**config.mk**
```make
export PLATFORM = sky130hd
export DESIGN_NAME = board_display_arbiter
export DESIGN_NICKNAME = d
export VERILOG_FILES = /design/src/rtl/tetris_pkg.sv /design/src/rtl/board_addr_gen.sv /design/src/rtl/board_display_arbiter.sv
export SDC_FILE = /design/constraint.sdc
export NUM_CORES = 1
export LEC_CHECK = 0
export ABC_AREA = 1
export CAP_MARGIN = 15
export CORE_MARGIN = 2
export CORE_UTILIZATION = 49
export DETAILED_ROUTE_END_ITERATION = 6
export PLACE_DENSITY = 0.81
export SLEW_MARGIN = 10
export SYNTH_ARGS = -nofsm -noshare
export SYNTH_HDL_FRONTEND = slang
export SYNTH_SLANG_ARGS = --single-unit
```
**constraint.sdc**
```tcl
create_clock -name Clk -period 5.4 [get_ports Clk]
set_clock_uncertainty 0.1 [all_clocks]
set_input_delay 1.62 -clock Clk [delete_from_list [all_inputs] [get_ports Clk]]
set_output_delay 1.62 -clock Clk [all_outputs]
set_load 0.03 [all_outputs]
```
**src/rtl/tetris_pkg.sv**
```systemverilog
// Shared board geometry, cell codes and arbiter state encoding for the playfield RAM.
package tetris_pkg;

    typedef logic [2:0] cell_code_t;

    localparam int unsigned BOARD_X0    = 240;
    localparam int unsigned BOARD_Y0    = 80;
    localparam int unsigned COLS        = 10;
    localparam int unsigned ROWS        = 20;
    localparam int unsigned CELL_LOG2   = 4;
    localparam int unsigned BOARD_CELLS = COLS * ROWS;
    localparam cell_code_t  EMPTY_CODE  = 3'b111;

    localparam int unsigned CELL_PX = 1 << CELL_LOG2;

    // Pixel-space limits as 10-bit values so they compare directly against DrawX/DrawY.
    localparam logic [9:0] WIN_X0      = 10'(BOARD_X0);
    localparam logic [9:0] WIN_X_END   = 10'(BOARD_X0 + COLS * CELL_PX);
    localparam logic [9:0] WIN_Y0      = 10'(BOARD_Y0);
    localparam logic [9:0] WIN_Y_END   = 10'(BOARD_Y0 + ROWS * CELL_PX);
    localparam logic [9:0] SLOT_X0     = 10'(BOARD_X0 - CELL_PX);
    localparam logic [9:0] SLOT_X_LAST = 10'(BOARD_X0 + (COLS - 2) * CELL_PX);
    localparam logic [9:0] SWAP_X_LAST = 10'(BOARD_X0 + (COLS - 1) * CELL_PX);

    localparam logic [7:0] LAST_CELL   = 8'(BOARD_CELLS - 1);

    typedef enum logic {
        ST_IDLE  = 1'b0,
        ST_CLEAR = 1'b1
    } arb_state_e;

    function automatic logic cell_in_range(input logic [7:0] addr);
        return addr < 8'(BOARD_CELLS);
    endfunction

endpackage

```
**src/rtl/board_addr_gen.sv**
```systemverilog
// Cell index from row/column using shifts and adds: row*10 + col.
module board_addr_gen (
    input  logic [4:0] row,
    input  logic [3:0] col,
    output logic [7:0] addr
);

    assign addr = {row, 3'b000} + {2'b00, row, 1'b0} + {4'b0000, col};

endmodule

```
**src/rtl/board_display_arbiter.sv**
```systemverilog
// Shares the single-port board RAM between fixed display read slots, the clear engine
// and game-logic accesses; produces the registered cell code for the colour mapper.
module board_display_arbiter
    import tetris_pkg::*;
(
    input  logic       Clk,
    input  logic       Reset,
    input  logic [9:0] DrawX,
    input  logic [9:0] DrawY,
    output logic [3:0] pixel,
    output logic [7:0] ram_addr,
    output logic       ram_we,
    output logic [2:0] ram_wdata,
    input  logic [2:0] ram_rdata,
    input  logic       gl_req,
    input  logic       gl_we,
    input  logic [7:0] gl_addr,
    input  logic [2:0] gl_wdata,
    output logic       gl_ack,
    output logic       gl_rvalid,
    output logic [2:0] gl_rdata,
    input  logic       clear_start,
    output logic       clear_busy,
    output arb_state_e dbg_state
);

    arb_state_e state_q, state_d;
    logic [7:0] clr_idx_q, clr_idx_d;
    logic [9:0] DrawX_q, DrawX_d;
    cell_code_t next_code_q, next_code_d;
    cell_code_t current_code_q, current_code_d;
    logic [3:0] pixel_q, pixel_d;
    logic       rd_pending_q, rd_pending_d;
    logic       gl_rvalid_q, gl_rvalid_d;
    logic       oor_q, oor_d;

    logic       boundary, row_in_board, display_slot, swap, in_window;
    logic [9:0] y_off, x_off;
    logic [4:0] disp_row;
    logic [3:0] disp_col;
    logic [7:0] disp_addr;

    always_comb begin
        boundary     = (DrawX != DrawX_q) && (DrawX[CELL_LOG2-1:0] == '0);
        row_in_board = (DrawY >= WIN_Y0) && (DrawY < WIN_Y_END);
        y_off        = DrawY - WIN_Y0;
        x_off        = DrawX - SLOT_X0;
        disp_row     = 5'(y_off >> CELL_LOG2);
        disp_col     = 4'(x_off >> CELL_LOG2);
        // Column c is fetched one cell early so it is ready when the beam reaches it.
        display_slot = boundary && row_in_board && (DrawX >= SLOT_X0) && (DrawX <= SLOT_X_LAST);
        swap         = boundary && (DrawX >= WIN_X0) && (DrawX <= SWAP_X_LAST);
        in_window    = row_in_board && (DrawX >= WIN_X0) && (DrawX < WIN_X_END);
    end

    board_addr_gen u_addr_gen (
        .row  (disp_row),
        .col  (disp_col),
        .addr (disp_addr)
    );

    // Game handshake: gl_req/gl_we/gl_addr/gl_wdata are held by the requester until it
    // sees gl_ack, which is combinational and marks the cycle the RAM access is issued;
    // a request still high in the following cycle is a new access.
    always_comb begin
        state_d      = state_q;
        clr_idx_d    = clr_idx_q;
        ram_addr     = '0;
        ram_we       = 1'b0;
        ram_wdata    = '0;
        gl_ack       = 1'b0;
        gl_rvalid_d  = 1'b0;
        oor_d        = 1'b0;
        rd_pending_d = 1'b0;
        if (!Reset) begin
            if (display_slot) begin
                ram_addr     = disp_addr;
                rd_pending_d = 1'b1;
            end else if (state_q == ST_CLEAR) begin
                ram_addr  = clr_idx_q;
                ram_we    = 1'b1;
                ram_wdata = EMPTY_CODE;
                clr_idx_d = clr_idx_q + 8'd1;
                if (clr_idx_q == LAST_CELL) begin
                    state_d = ST_IDLE;
                end
            end else if (gl_req) begin
                ram_addr    = gl_addr;
                ram_we      = gl_we && cell_in_range(gl_addr);
                ram_wdata   = gl_wdata;
                gl_ack      = 1'b1;
                gl_rvalid_d = !gl_we;
                oor_d       = !cell_in_range(gl_addr);
            end
            if ((state_q == ST_IDLE) && clear_start) begin
                state_d   = ST_CLEAR;
                clr_idx_d = '0;
            end
        end
    end

    always_comb begin
        DrawX_d        = DrawX;
        next_code_d    = rd_pending_q ? ram_rdata : next_code_q;
        current_code_d = swap ? next_code_q : current_code_q;
        pixel_d        = in_window ? {1'b0, current_code_d} : {1'b0, EMPTY_CODE};
        gl_rdata       = gl_rvalid_q ? (oor_q ? EMPTY_CODE : ram_rdata) : '0;
    end

    always_ff @(posedge Clk or posedge Reset) begin
        if (Reset) begin
            state_q        <= ST_IDLE;
            clr_idx_q      <= '0;
            DrawX_q        <= '0;
            next_code_q    <= EMPTY_CODE;
            current_code_q <= EMPTY_CODE;
            pixel_q        <= {1'b0, EMPTY_CODE};
            rd_pending_q   <= 1'b0;
            gl_rvalid_q    <= 1'b0;
            oor_q          <= 1'b0;
        end else begin
            state_q        <= state_d;
            clr_idx_q      <= clr_idx_d;
            DrawX_q        <= DrawX_d;
            next_code_q    <= next_code_d;
            current_code_q <= current_code_d;
            pixel_q        <= pixel_d;
            rd_pending_q   <= rd_pending_d;
            gl_rvalid_q    <= gl_rvalid_d;
            oor_q          <= oor_d;
        end
    end

    assign pixel      = pixel_q;
    assign gl_rvalid  = gl_rvalid_q;
    assign clear_busy = (state_q == ST_CLEAR);
    assign dbg_state  = state_q;

endmodule

```
== After elaboration in Yosys (flattened, before gate mapping) ==
Cells that the tools add are included.

* Order comparisons: 8
* Shift operators: 0
* Divide/modulo/power cells: 0
* Equal/unequal tests: 3
* Muxes and demuxes: 37
* $add $sub $neg: 5
* Multiply operators: 0
* Reduce and logical (&&, ||, !) cells: 17
* Bitwise operators: 2

{| class="wikitable"
|+ Operators with widths
! operator !! number
|-
| 8-bit two-way mux || 7
|-
| 3-bit two-way mux || 8
|-
| 1-bit two-way mux || 22
|-
| 10-bit by 8-bit >= comparator with 1-bit output (second input constant) || 2
|-
| 10-bit by 9-bit <= comparator with 1-bit output (second input constant) || 2
|-
| 10-bit by 9-bit less-than comparator with 1-bit output (second input constant) || 2
|-
| 1-bit logical AND || 11
|-
| 10-bit by 7-bit >= comparator with 1-bit output (second input constant) || 1
|-
| 10-bit inequality test || 1
|-
| 9-bit by 7-bit subtractor with 9-bit output (second input constant) || 1
|-
| 8-bit by 1-bit adder with 8-bit output (second input constant) || 1
|-
| 8-bit by 4-bit adder with 8-bit output || 1
|-
| 8-bit by 6-bit adder with 8-bit output || 1
|-
| 8-bit equality test (second input constant) || 1
|-
| 8-bit less-than comparator (second input constant) || 1
|-
| 8-bit subtractor (second input constant) || 1
|-
| 4-bit zero test || 1
|-
| 3-bit AND reduction || 1
|-
| 1-bit zero test || 2
|-
| 2-bit by 1-bit inequality test with 1-bit output (second input constant) || 1
|-
| 1-bit inverter || 2
|-
| 2-bit AND reduction || 1
|-
| 2-bit nonzero test || 1
|}

* Memories kept: 0
* Register bits: 31
* Logic and storage cells: 81
* ROM bits: 0
* Bits in latches: 0
* Input bits: 39
* RAM bits: 0
* Output and inout port bits: 23

== Longest topological paths before layout ==
Gate-level depths: netlist (run 1).

* Depth in word-level cells: 7
* Gate-level depth with buffers: 18
* Gate-level depth less buffers: 18

== Modules after synthesis ==
Synthesis (run 1) repeated with hierarchy kept, for this count alone.

* Cells, all modules: 329
* Area, all modules: 2353.5 um^2

{| class="wikitable"
|+ By module, submodules not included
! module !! area an instance (um^2) !! seq. area each (um^2) !! cells an instance !! times used
|-
| board_display_arbiter || 2065.7 || 787.0 || 290 || 1
|-
| board_addr_gen || 287.8 || 0.0 || 39 || 1
|}

== Worst setup path after synthesis (run 1) ==
No wires, ideal clock.

* Kind: input to output
* Start: input DrawY[4]
* End: output ram_addr[7]
* Data required time: 3.680 ns
* Path slack: -0.154 ns
* Stages: 18
* Arrival time: 3.834 ns
* Path buffers: 0
* Cells stage by stage: inv_1 ha_1 inv_1 nand2_1 nand2_1 xor2_1 inv_1 ha_1 ha_1 nand2_1 inv_1 a21boi_0 nand2_1 nand2_1 nand2_1 nand3_1 nand2_1 nor2_1

* Word-level cells in the longest chain between the ends: 7
* Elaborated cells between the ends (all ways): 11
* Classes of those cells: 3 x add/sub; 2 x order compare; 2 x mux; 4 x reduce/logical

{| class="wikitable"
|+ RTL lines
! element !! line !! text
|-
| from (decl) || board_display_arbiter.sv:9 || <nowiki>input logic [9:0] DrawY,</nowiki>
|-
| parallel branches: the longest is 5 deep, another holds 9-bit by 7-bit subtractor with 9-bit output || - ||
|-
| 8-bit two-way mux (*) || board_display_arbiter.sv:76 || <nowiki>if (display_slot) begin</nowiki>
|-
| 8-bit two-way mux (*) || board_display_arbiter.sv:75 || <nowiki>if (!Reset) begin</nowiki>
|-
| to (decl) || board_display_arbiter.sv:11 || <nowiki>output logic [7:0] ram_addr,</nowiki>
|}

Mark *: on every way between the ends.

== Worst setup path after layout (run 1) ==
* Start: input DrawY[5]
* End: output ram_addr[7]

Same word-level chain as after synthesis.

==> key figures, run 1 <==
Status
  • Outcome: complete, but fails checks
  • Failing checks: setup timing

Final layout
  • Fillers: 290
  • Fin cells: 494
  • Commonest cells after routing, fill and taps aside: 99 x nand2_1, 47 x buf_4, 39 x inv_1, 39 x clkdlybuf4s50_1, 36 x nor2_1
  • Multi-input gate area: 0.001569 mm2
  • # diodes: 0
  • Register area: 787.0 um2
  • Fin nets: 494
  • Area growth, synth to finish: 56.81%
  • Commonest non-fill, non-tap cell in the layout: nand2_1
  • Post-Route Utilization: 78.85%
  • Fraction of layout cells with a size suffix above 1: 32.50%

Clock tree
  • Clock Tree Buf Depth: 2
  • Root Buffer Master: clkbuf_8
  • Cts bufs inserted: 5
  • CTS tree: done
  • Clock Sink Count: 31
  • Hold-fix buffers, CTS: 0
  • Clock transition at path regs: 0.06 ns
  • Skew-Pair Late Insertion Delay: 0.29 ns
  • H-Tree Depth: 2

Timing
  • Hold Fails Final Rpt: 0
  • Period utilization: 103.5%
  • Post-layout min period: 5.591 ns
  • Setup TNS: -0.2315 ns
  • RSZ-0062 raised after global routing: true
  • Final Hold Slack: 0.3751 ns
  • Slew @ Worst Pin: 0.6404 ns
  • Slew Viols, Final: 0
  • Max_slew headroom: 57.15%
  • Worst setup margin: -0.1909 ns
  • Final setup viols: 2
  • Fmax: 178.9 MHz

Logic synthesis
  • Synthesized flop and latch total: 31
  • Post-Syn Instances: 332
  • Avg Inst Size Synth: 7.059 um2
  • Yosys warning count: 0
  • Sequential area share after synthesis: 33.58%
  • Post-synth top area cell: dfrtp_1
  • Yosys top cell area share: 23.49%
  • Post-Syn Nets: 387
  • Synthesized cell area: 0.002343 mm2
  • Most area-consuming cells after synthesis: dfrtp_1 23%, nand2_1 18%, dfstp_2 10%
  • Distinct cells, synth: 37

Floorplan
  • Cell Rows: 25
  • Die height: 73.16 um
  • Die area: 0.005352 mm2
  • Starting Density: 50.28%
  • CORE AREA: 0.004661 mm2
  • Top-Level Pins: 62
  • Die W: 73.16 um

Place
  • Setup WS pre-CTS: -0.7470 ns
  • HPWL Detailed: 4566 um
  • RePlAce Congestion: 0.8974
  • Count of input and output buffers: 60
  • Cells after DPL: 468

GRT
  • Initial antenna violation count: 0
  • All-layer global routing usage: 26.90%
  • Largest net degree at the start of global routing: 32
  • Grt ovf: 0
  • First-pass GRT wire length: 11040 um
  • Vias in the first global route: 2498

Drt
  • Drt drc: 0
  • Drt pass-1 iters: 5
  • DRT antenna net count: 0
  • WL/cell: 15.90 um
  • Drt initial violations: 232
  • Routed WL: 7854 um
  • Via count: 2692
  • Via-to-Cell Ratio: 5.449

Pwr
  • Lkg Pwr: 1.822 nW
  • IR drop worst, VDD: 0.1518 mV
  • P per Cell Area: 238.3 mW/mm2

Worst setup path
  • Kind of critical path: in -> out
  • Worst Path Required: 3.68 ns
  • Critical path arrival: 3.87 ns
  • R2R cell count: 6
  • Reg2reg start: clear_busy
  • Worst R2R Setup Slack: 3.46 ns
  • Critical Path Fanout Max: 2
  • Crit start category: primary input
  • Critical Path End Type: output port
  • R2R Path End: clr_idx_q[6]

Min path
  • Hold depth: 2
  • HP Class: reg -> reg
  • Worst hold path endpoint: current_code_q[0]
  • Hold_sp: current_code_q[0]

Flow run
  • # Max-Cap Violations: 0
==> Yosys cell counts <==
cell        n
a21boi_0    1
a21oi_1     9
a22oi_1     1
a31o_2      1
a31oi_1     1
and2_1      1
buf_2       1
buf_4       3
clkinv_1    1
conb_1      1
dfrtp_1    22
dfstp_2     9
fa_1        2
ha_1       14
inv_1      49
inv_2       2
inv_4       1
mux2_2      3
nand2_1   112
nand2_2     2
nand2_4     1
nand3_1    15
nand3_4     2
nand4_1     8
nand4_2     1
nor2_1     37
nor2_2      1
nor2_4      2
nor3_1      2
nor3_2      2
nor4_1      1
o21ai_0     9
o21bai_1    1
o311ai_0    1
o31ai_1     2
xnor2_1     5
xor2_1      6
==> critical path: stages <==
cell and delay [ns]:
buf_6 0.10, inv_4 0.06, ha_4 0.14, inv_2 0.04
nand2_4 0.07, nand2_4 0.06, fa_2 0.56, inv_2 0.05
ha_4 0.15, nand2_2 0.07, nand2_2 0.06, a21boi_2 0.16
nand2_1 0.08, nand2_1 0.09, nand2_1 0.08, nand3_1 0.15
nand2_2 0.08, nor2_4 0.09, buf_6 0.14
==> power breakdown <==
part	internal (mW)	leakage [nW]	switching [mW]	total, mW
Combinational	0.168	1.39	0.191	0.359
Sequential	0.254	0.371	0.0212	0.276
Clock	0.149	0.0612	0.0924	0.242
==> worst max-delay path by stage <==
| stage | startpoint | to | depth (start not counted) |
|---|---|---|---|
| 3_3_place_gp | DrawY[4] | ram_addr[7] | 20 |
| 3_5_place_dp | DrawY[4] | ram_addr[7] | 20 |
| 6_report | DrawY[5] | ram_addr[7] | 19 |
| 4_1_cts | DrawY[5] | ram_addr[7] | 19 |
| 5_1_grt | DrawY[5] | ram_addr[7] | 19 |
| 2_1_floorplan | DrawY[4] | ram_addr[6] | 13 |
==> stage by stage <==
stage / power (mW) / instance area (um2)
finish: 0.8757 / 3675
global route: 0.9196 / 3675
CTS: 0.8168 / 3527
detailed placement: 0.5459 / 3154
global placement: 0.5377 / 3154
floorplan: 0.4346 / 2351
==> cells by family after synthesis <==
logic type / synth area share [%]
AOI/OAI and AO/OA: 6.460
xor gates and xnor gates: 4.111
adders and majority gates: 9.183
buffers and inverters: 9.770
DFF: 33.58
muxes: 1.441
other: 0.1600
and+or+nand+nor: 35.29
==> state kept, by name, indices dropped and copies added, names as in the netlist <==
name,count
DrawX_q,10
clear_busy,1
clr_idx_q,8
current_code_q,3
gl_rvalid,1
next_code_q,3
oor_q,1
pixel,3
rd_pending_q,1
==> repair_timing <==
item	CTS	global route
buffers inserted	16	3
pin swaps	34	25
gates resized for setup	70	29
endpoints found under the setup margin	6	8
==> metal layers <==
metal | wire length, um | GRT usage (%)
met5 | 0 | 0
met4 | 391 | 10.08
met3 | 580 | 4.972
met2 | 3781 | 46.75
met1 | 3100 | 32.90
==> final cells by class <==
class / instances / share of cell area [%]
clock buffer: 6 / 2.247
inverter: 53 / 5.822
multi-input combinational: 244 / 42.70
sequential: 31 / 21.42
timing repair buffer: 104 / 25.03
clock inverter: 2 / 0.9534
tap: 54 / 1.839
(Power assumes the default switching activity.)
==> run 2: changes to the inputs <==
==> constraint.sdc (replaced) <==
create_clock -name Clk -period 5.3 [get_ports Clk]
set_clock_uncertainty 0.1 [all_clocks]
set_input_delay 1.59 -clock Clk [delete_from_list [all_inputs] [get_ports Clk]]
set_output_delay 1.59 -clock Clk [all_outputs]
set_load 0.03 [all_outputs]
==> key figures, run 2 (synthesis results as in run 1) <==
Final layout
  • Area growth, synth to finish: 56.97% (was 56.81%)
  • Commonest cells after routing, fill and taps aside: 104 x nand2_1, 57 x buf_4, 43 x inv_1, 37 x clkdlybuf4s50_1, 36 x nor2_1 (was 99 x nand2_1, 47 x buf_4, 39 x inv_1, 39 x clkdlybuf4s50_1, 36 x nor2_1)
  • # diodes: 0 (unchanged)
  • Fraction of layout cells with a size suffix above 1: 30.34% (was 32.50%)
  • Biggest register: DrawX_q (unchanged)
  • Commonest non-fill, non-tap cell in the layout: nand2_1 (unchanged)
  • Top Registers: DrawX_q (10), clr_idx_q (8) (unchanged)
  • Fin cells: 499 (was 494)
  • Fillers: 298 (was 290)
  • Max reg flops: 10 (unchanged)
  • Fin nets: 499 (was 494)

Worst setup path
  • Slowest Stage Delay on Critical Path: 0.54 ns (was 0.56 ns)
  • Kind of critical path: in -> out (unchanged)
  • Buf+Inv Stages, Crit Path: 5 (unchanged)
  • Crit start category: primary input (unchanged)
  • Critical Path End Type: output port (unchanged)
  • Cell family with the largest share of critical-path delay: adder cells (unchanged)
  • Slowest stage cell, crit path: fa_1 (was fa_2)
  • Worst Setup SP: DrawY[5] (unchanged)
  • CP cell instances: buf_8 -> inv_6 -> ha_4 -> inv_2 -> nand2_4 -> nand2_4 -> fa_1 -> inv_1 -> ha_2 -> nand2_2 -> nand2_4 -> a21boi_2 -> nand2_1 -> nand2_1 -> nand2_1 -> nand3_2 -> nand2_2 -> nor2_4 -> buf_6 (was buf_6 -> inv_4 -> ha_4 -> inv_2 -> nand2_4 -> nand2_4 -> fa_2 -> inv_2 -> ha_4 -> nand2_2 -> nand2_2 -> a21boi_2 -> nand2_1 -> nand2_1 -> nand2_1 -> nand3_1 -> nand2_2 -> nor2_4 -> buf_6)
  • Worst Path Required: 3.61 ns (was 3.68 ns)
  • Reg2reg start: clear_busy (unchanged)
  • Critical Path Fanout Max: 2 (unchanged)
  • Critical path arrival: 3.82 ns (was 3.87 ns)

GRT
  • Vias in the first global route: 2527 (was 2498)
  • Largest net degree at the start of global routing: 32 (unchanged)
  • Initial antenna violation count: 0 (unchanged)
  • First-pass GRT wire length: 11190 um (was 11040 um)
  • Grt ovf: 0 (unchanged)
  • All-layer global routing usage: 27.14% (was 26.90%)

Timing
  • Post-layout min period: 5.508 ns
  • Slew @ Worst Pin: 0.6656 ns (was 0.6404 ns)
  • RSZ-0062 raised after global routing: true (unchanged)
  • Slew Viols, Final: 0 (unchanged)
  • Fmax: 181.6 MHz
  • Period utilization: 103.9%
  • Setup TNS: -0.3358 ns (was -0.2315 ns)
  • Max_slew headroom: 55.47% (was 57.15%)
  • Hold Fails Final Rpt: 0 (unchanged)
  • Worst setup margin: -0.2078 ns (was -0.1909 ns)
  • Final setup viols: 3 (was 2)

Place
  • RePlAce Congestion: 0.9055 (was 0.8974)
  • HPWL Detailed: 4436 um (was 4566 um)
  • Count of input and output buffers: 60 (unchanged)
  • Cells after DPL: 472 (was 468)
  • Setup WS pre-CTS: -0.7007 ns (was -0.7470 ns)

Drt
  • Via count: 2625 (was 2692)
  • Via-to-Cell Ratio: 5.261 (was 5.449)
  • Drt drc: 0 (unchanged)
  • Drt pass-1 iters: 4 (was 5)
  • DRT antenna net count: 0 (unchanged)
  • WL/cell: 15.16 um (was 15.90 um)
  • Drt initial violations: 197 (was 232)
  • Routed WL: 7565 um (was 7854 um)

Clock tree
  • H-Tree Depth: 2 (unchanged)
  • Cts bufs inserted: 5 (unchanged)
  • Clock Tree Buf Depth: 2 (unchanged)
  • Clock Sink Count: 31 (unchanged)
  • CTS tree: done (unchanged)
  • Clock transition at path regs: 0.06 ns (about the same)
  • Root Buffer Master: clkbuf_8 (unchanged)
  • Skew-Pair Late Insertion Delay: 0.29 ns (about the same)

Floorplan
  • Cell Rows: 25 (unchanged)
  • Starting Density: 50.28% (unchanged)
  • Die W: 73.16 um (unchanged)
  • Top-Level Pins: 62 (unchanged)
  • Die area: 0.005352 mm2 (unchanged)
  • Die height: 73.16 um (unchanged)
  • CORE AREA: 0.004661 mm2 (unchanged)

Pwr
  • Switching fraction of total power: 35.15% (was 34.78%)
  • Net Switching: 0.2996 mW (was 0.3045 mW)
  • Clock network fraction of design power: 24.6% (was 27.6%)
  • Comb power frac: 42.5% (was 40.9%)
  • IR drop worst, VDD: 0.1780 mV (was 0.1518 mV)
  • Lkg Pwr: 1.852 nW (was 1.822 nW)
  • P_int: 0.5527 mW (was 0.5712 mW)
  • P per Cell Area: 231.7 mW/mm2 (was 238.3 mW/mm2)
  • Seq pwr share: 32.8% (was 31.5%)

Status
  • Failing checks: setup timing (unchanged)
  • Outcome: complete, but fails checks (unchanged)

Flow run
  • # Max-Cap Violations: 0 (unchanged)

Min path
  • Hold_sp: current_code_q[0] (unchanged)
  • HP Class: reg -> reg (unchanged)
-- run 2: layer usage --
| metal | GRT usage [%] | vias to the layer above | routed length (um) |
|---|---|---|---|
| met3 | 6.906 | 18 | 430 |
| li1 | - | 1258 | - |
| met1 | 31.79 | 1237 | 3050 |
| met5 | 0 | - | 0 |
| met2 | 47.35 | 112 | 3926 |
| met4 | 10.29 | 0 | 157 |
-- run 2: stage by stage --
stage	power [mW]	area, um2	hold slack, ns	util (%)
2_1_floorplan	0.4429	2354	0.3419	-
3_3_place_gp	0.5565	3187	0.3623	68.38
3_5_place_dp	0.5607	3187	0.3680	68.38
4_1_cts	0.8045	3526	0.3781	75.65
5_1_grt	0.9016	3679	0.3968	78.93
6_report	0.8523	3679	0.3835	78.93
-- run 2: layout make-up --
class	instances	area, um2	area share, %
clock inverters	1	7.507	0.2041
clock buffers	7	96.34	2.619
multi-input cells	244	1553	42.21
well taps	54	67.56	1.837
inverters	53	216.5	5.884
flip-flops and latches	31	787.0	21.39
repair buffers	109	950.9	25.85
-- run 2: power by group through the flow --
stage                     clock (mW)  combinational, mW  sequential, mW
after CTS                      0.210              0.316           0.278
final                          0.210              0.362           0.280
after global placement             0              0.275           0.282
after detailed placement           0              0.279           0.282
after global routing           0.223              0.397           0.281
after floorplan                    0              0.163           0.280
-- run 2: final timing paths --
| check | endpoint | slack (ns) | depth (start not counted) |
|---|---|---|---|
| hold reg to reg | current_code_q[0] | 0.38 | 2 |
| setup reg to reg | clr_idx_q[6] | 3.42 | 6 |
| setup / recovery | ram_addr[7] | -0.21 | 19 |
| hold / removal | current_code_q[0] | 0.38 | 2 |
| min in group asynchronous | clr_idx_q[2] | 1.90 | 3 |
| max in group asynchronous | current_code_q[0] | 2.86 | 3 |
-- run 2: worst register-to-register path, stage by stage (launching register included) --
cell	delay, ns
dfrtp_1	0.58
inv_1	0.22
nand2_1	0.31
nand4_2	0.23
nand2_2	0.21
nand2_1	0.10
nand2_1	0.09
-- run 2: what timing repair did --
action,CTS,global route
hold buffers,0,0
setup endpoints to repair,5,8
hold endpoints to repair,0,0
setup buffers,13,6
cloned,0,0
resized for setup,60,22
pin swaps,27,12
